[src/rtl/pc_gen.sv]
// PC register, next-PC select and fetch handshake for the NPC core.
// Optional return-address stack enabled by defining PC_RAS_EN.
module pc_gen #(
  parameter int              XLEN      = 32,
  parameter logic [XLEN-1:0] RESET_VEC = 32'h80000000,
  parameter int              RAS_DEPTH = 4
) (
  input  logic            clk,
  input  logic            rst,
  output logic            pc_valid,
  input  logic            pc_ready,
  output logic [XLEN-1:0] pc,
  output logic [XLEN-1:0] next_pc,
  input  logic            br_take,
  input  logic            jalr_take,
  input  logic [XLEN-1:0] pc_ex,
  input  logic [XLEN-1:0] imm,
  input  logic [XLEN-1:0] rs1,
  input  logic            trap,
  input  logic [XLEN-1:0] mtvec,
  input  logic            mret,
  input  logic [XLEN-1:0] mepc,
  output logic            misalign,
  output logic [XLEN-1:0] misalign_addr,
  input  logic            is_call,
  input  logic            is_ret,
  output logic [XLEN-1:0] ras_top,
  output logic            ras_empty
);

  logic [XLEN-1:0] r_pc;
  logic            r_valid;
  logic            r_mis;
  logic [XLEN-1:0] r_mis_addr;

  logic [XLEN-1:0] w_br_tgt;
  logic [XLEN-1:0] w_jalr_tgt;
  logic [XLEN-1:0] w_tvec;
  logic [XLEN-1:0] w_epc;
  logic [XLEN-1:0] w_next;
  logic            w_mis_set;
  logic [XLEN-1:0] w_mis_tgt;

  assign w_br_tgt   = pc_ex + imm;
  assign w_jalr_tgt = (rs1 + imm) & ~XLEN'(1);
  assign w_tvec     = mtvec & ~XLEN'(3);
  assign w_epc      = mepc & ~XLEN'(3);

  // Prioritised next-PC select; misaligned br/jalr targets hold the PC.
  always_comb begin
    w_next    = r_pc;
    w_mis_set = 1'b0;
    w_mis_tgt = '0;
    if (trap) begin
      w_next = w_tvec;
    end else if (mret) begin
      w_next = w_epc;
    end else if (jalr_take) begin
      if (w_jalr_tgt[1:0] != 2'b00) begin
        w_mis_set = 1'b1;
        w_mis_tgt = w_jalr_tgt;
      end else begin
        w_next = w_jalr_tgt;
      end
    end else if (br_take) begin
      if (w_br_tgt[1:0] != 2'b00) begin
        w_mis_set = 1'b1;
        w_mis_tgt = w_br_tgt;
      end else begin
        w_next = w_br_tgt;
      end
    end else if (r_valid && pc_ready) begin
      w_next = r_pc + XLEN'(4);
    end
  end

  // PC, valid and misalign state registers.
  always_ff @(posedge clk) begin
    if (rst) begin
      r_pc       <= RESET_VEC;
      r_valid    <= 1'b0;
      r_mis      <= 1'b0;
      r_mis_addr <= '0;
    end else begin
      r_pc    <= w_next;
      r_valid <= 1'b1;
      r_mis   <= w_mis_set;
      if (w_mis_set) r_mis_addr <= w_mis_tgt;
    end
  end

  assign pc            = r_pc;
  assign pc_valid      = r_valid;
  assign next_pc       = rst ? RESET_VEC : w_next;
  assign misalign      = r_mis;
  assign misalign_addr = r_mis_addr;

`ifdef PC_RAS_EN
  localparam int PW = (RAS_DEPTH > 1) ? $clog2(RAS_DEPTH) : 1;
  localparam int CW = $clog2(RAS_DEPTH + 1);

  logic [XLEN-1:0] r_ras [RAS_DEPTH];
  logic [PW-1:0]   r_sp;
  logic [CW-1:0]   r_cnt;
  logic [PW-1:0]   w_top_idx;
  logic [XLEN-1:0] w_link;
  logic            w_has;

  assign w_top_idx = r_sp - PW'(1);
  assign w_link    = pc_ex + XLEN'(4);
  assign w_has     = (r_cnt != '0);

  // Circular return-address stack; oldest entry overwritten when full.
  always_ff @(posedge clk) begin
    if (rst) begin
      r_sp  <= '0;
      r_cnt <= '0;
    end else if (!trap) begin
      if (is_call && is_ret && w_has) begin
        r_ras[w_top_idx] <= w_link;
      end else if (is_call) begin
        r_ras[r_sp] <= w_link;
        r_sp        <= r_sp + PW'(1);
        if (r_cnt != CW'(RAS_DEPTH)) r_cnt <= r_cnt + CW'(1);
      end else if (is_ret && w_has) begin
        r_sp  <= r_sp - PW'(1);
        r_cnt <= r_cnt - CW'(1);
      end
    end
  end

  assign ras_top   = w_has ? r_ras[w_top_idx] : '0;
  assign ras_empty = !w_has;
`else
  localparam int unused_ras_depth = RAS_DEPTH;
  logic w_unused_ras;
  assign w_unused_ras = is_call ^ is_ret;
  assign ras_top      = '0;
  assign ras_empty    = 1'b1;
`endif

endmodule

[config.mk]
export PLATFORM = sky130hd
export DESIGN_NAME = pc_gen
export DESIGN_NICKNAME = d
export VERILOG_FILES = /design/src/rtl/pc_gen.sv
export SDC_FILE = /design/constraint.sdc
export NUM_CORES = 1
export LEC_CHECK = 0
export BUFFER_PORTS_ARGS = -buffer_cell sky130_fd_sc_hd__buf_2
export CORE_MARGIN = 8
export CORE_UTILIZATION = 55
export CTS_CLUSTER_DIAMETER = 100
export DETAILED_ROUTE_END_ITERATION = 12
export PLACE_DENSITY_LB_ADDON = 0.12
export SLEW_MARGIN = 15
export SYNTH_ARGS = -nofsm -noshare
export SYNTH_HDL_FRONTEND = slang
export SYNTH_SLANG_ARGS = --single-unit
[constraint.sdc]
create_clock -name clk -period 5.8 [get_ports clk]
set_input_delay 1.16 -clock clk [delete_from_list [all_inputs] [get_ports clk]]
set_output_delay 1.16 -clock clk [all_outputs]
set_load 0.01 [all_outputs]
==> metrics.yaml <==
place:
  dpl.cell_count: 1492
  portBuffers: 260
  place_hpwl_um: 24650
  pre_cts_ws_ns: 0.3246
  placed_area_um2: 9228
  gp_congestion: 0.9641
synth:
  yosys.area.top_type_share_pct: 16.48
  synth.most_common_cell: "a21oi_1"
  yosysTopAreaCell: "dfxtp_1"
  ys_seq_elements: 66
  ys_types: 80
  netlist_top_cells_count: "a21oi_1 (116), nor2_1 (95), nand2_1 (89)"
  synth_area_um2: 8018
  synthCells: 1099
  synthSimpleGateAreaFrac_pct: 19.85
  muxShareOfSynthArea_pct: 3.277
  yosys_warnings: 0
  synth-edff-count: 0
  synth_compound_gate_area_share_pct: 33.54
  synth_xor_area_share_pct: 8.302
  async_flop_share_pct: 0
  synth_top_family_by_area: "compound AO/OA/AOI/OAI gates"
  avgSynthCellArea_um2: 7.295
  ys.flop_type: "dfxtp_1"
  yosysSeqAreaShare_pct: 16.48
  netlist_top_cells_area: "dfxtp_1 (16%), ha_1 (9.7%), a21oi_1 (7.2%), xnor2_1 (5.5%), o21ai_0 (4.6%)"
  synth-adder-area-share_pct: 10.17
clock_tree:
  post_cts_resized: 0
  cts.sinks: 66
  clk_pin_slew_ns: 0.05
  cts.htree.levels: 3
  cts_hold_buf: 0
  cts_tree: "done"
  post_cts_buffers: 0
  cts_max_path_buffers: 2
  cts_made_buffers: 9
  cts-root-buf: "clkbuf_16"
  clock_latency_ns: 0.34
critical_path:
  end_kind: "output port"
  r2r-end: "pc[30]"
  critical_path.cell_chain: "buf_2, ha_1, inv_1, fa_1, nor2b_1, o2111ai_1, a211oi_1, o2111ai_1, a21oi_1, nor2_1, xnor2_1, o221ai_1, a221oi_1, buf_2"
  critical_path_depth: 14
  worstPathArrival_ns: 4.41
  max_stage_delay_ns: 0.41
  ff2ff_path_depth: 10
  worstSetupStartpoint: "imm[0]"
  r2r_setup_slack_ns: 3.00
  timing_worst_setup_path_type: "primary input to output port"
  path_buf_inv: 3
  critPathMaxFanout: 3
  r2r_start: "pc[2]"
  crit_required_ns: 4.64
  start_kind: "primary input"
  crit_path_end: "next_pc[20]"
  crit_slowest_cell: "fa_1"
  crit_family: "compound AO/OA/AOI/OAI gates"
timing:
  setup_tns_ns: 0
  worstMarginPinSlew_ns: 0.8364
  fmax_mhz: 179.5
  timing.final.crit_share_pct: 96.06
  skew_ns: 0.008402
  rsz0062_at_grt: "false"
  setup_viol: 0
  hold_viol_final: 0
  slew_headroom_pct: 44.24
  min_period_ns: 5.572
  setup_ws_ns: 0.2284
  drv_slew: 0
worst_hold_path:
  min_path_type: "flop to flop"
global_route:
  grt_pass1_wl_um: 45960
  antenna_found_initial: 0
  overflow: 0
  grt_use_total_pct: 31.14
  grt_pass1_vias: 8674
  grt_start_max_net_pins: 45
drt:
  drt-total-wl_um: 30540
  drc: 0
  drtPass1Iterations: 6
  num_vias: 9397
  wire_per_inst_um: 20.25
  final_antenna_net_count: 0
  via_per_inst: 6.231
  drtIter0Drc: 1093
finish:
  nFillCells: 1400
  drive_gt1_share_pct: 24.02
  fin_area_um2: 9547
  fin_nets: 1552
  fin_cells: 1508
  area_delta_synth_final_pct: 19.07
  antenna_cells: 0
floorplanning:
  initial_core_util_pct: 55.80
  fp.coreArea_um2: 14370
  io_pins: 300
  die_x_um: 136.7
  row_count: 44
  fp.dieArea_um2: 18700
  die_h_um: 136.7
power_and_ir_drop:
  p_leak_nw: 4.522
  powerDensity_nw_per_um2: 213.7
  p_total_mw: 2.040
  ir_worst_vdd_mv: 0.1269
outcome:
  outcome: "finished, final reports clean"
job:
  drv_cap: 0
==> cell families (layout without fill, tap and decap cells) <==
logic type / Yosys count / after routing
other: 2 / 33
AOI/OAI and AO/OA: 409 / 409
adders and majority gates: 64 / 64
muxes: 26 / 26
xor gates and xnor gates: 76 / 76
buffers and inverters: 129 / 323
DFF: 66 / 66
and+or+nand+nor: 327 / 327
==> where the power goes <==
| part | internal, mW | total, mW | switching (mW) |
|---|---|---|---|
| Clock | 0.375 | 0.585 | 0.210 |
| Combinational | 0.351 | 0.928 | 0.577 |
| Sequential | 0.488 | 0.527 | 0.0397 |
==> area by class of cell <==
class | count | area (um^2) | area share (%)
Multi-Input combinational cell | 935 | 6153 | 64.46
Timing Repair Buffer | 272 | 1391 | 14.57
Sequential cell | 66 | 1321 | 13.84
Tap cell | 184 | 230.2 | 2.412
Clock buffer | 9 | 225.2 | 2.359
Inverter | 35 | 131.4 | 1.376
Clock inverter | 7 | 93.84 | 0.9830
==> metal layers <==
layer | share of wire (%) | GRT usage [%] | vias up
met5 | 0 | 0 | -
met4 | 2.8 | 10.37 | 0
met3 | 11 | 5.103 | 65
met2 | 43 | 48.13 | 529
met1 | 43 | 42.92 | 4318
li1 | - | - | 4485
==> sequential cells by signal, summed over array words and instances (netlist names) <==
register	count
misalign_addr	32
pc	32
misalign	1
pc_valid	1
==> placed cells by master, fill, tap and decap left out, types with 20 or more instances in the layout <==
master / instances
nor2_1: 95
nand2_1: 89
a31oi_1: 20
xnor2_1: 50
ha_1: 62
xor2_1: 26
nor3_1: 26
nand3_1: 28
dfxtp_1: 66
conb_1: 33
inv_1: 33
mux2i_1: 24
buf_2: 260
a21oi_1: 116
a211oi_1: 34
o21ai_0: 73
a21o_1: 33
==> per-stage QoR <==
stage	hold slack (ns)	util (%)
2_1_floorplan	0.4844	-
3_3_place_gp	0.4342	64.22
3_5_place_dp	0.4454	64.22
4_1_cts	0.4567	66.44
5_1_grt	0.4983	66.44
6_report	0.4564	66.44
==> worst min-delay path by stage <==
stage                            from           endpoint  slack, ns  depth (start not counted)
global placement    misalign_addr[18]  misalign_addr[18]       0.43                          2
floorplan           misalign_addr[18]  misalign_addr[18]       0.48                          2
CTS                 misalign_addr[18]  misalign_addr[18]       0.46                          2
finish              misalign_addr[18]  misalign_addr[18]       0.46                          2
detailed placement  misalign_addr[18]  misalign_addr[18]       0.45                          2
global route         misalign_addr[1]   misalign_addr[1]       0.50                          1
==> worst reg2reg max path, cell delays in order (launching register included) <==
cell	delay, ns
dfxtp_1	0.47
ha_1	0.25
and2_1	0.19
and4_1	0.34
nor4b_2	0.42
nand4_1	0.17
xnor2_1	0.18
o21ai_0	0.11
a311oi_1	0.28
o21ai_0	0.12
a31oi_1	0.19
No activity file was read; power rests on OpenSTA's default activity.
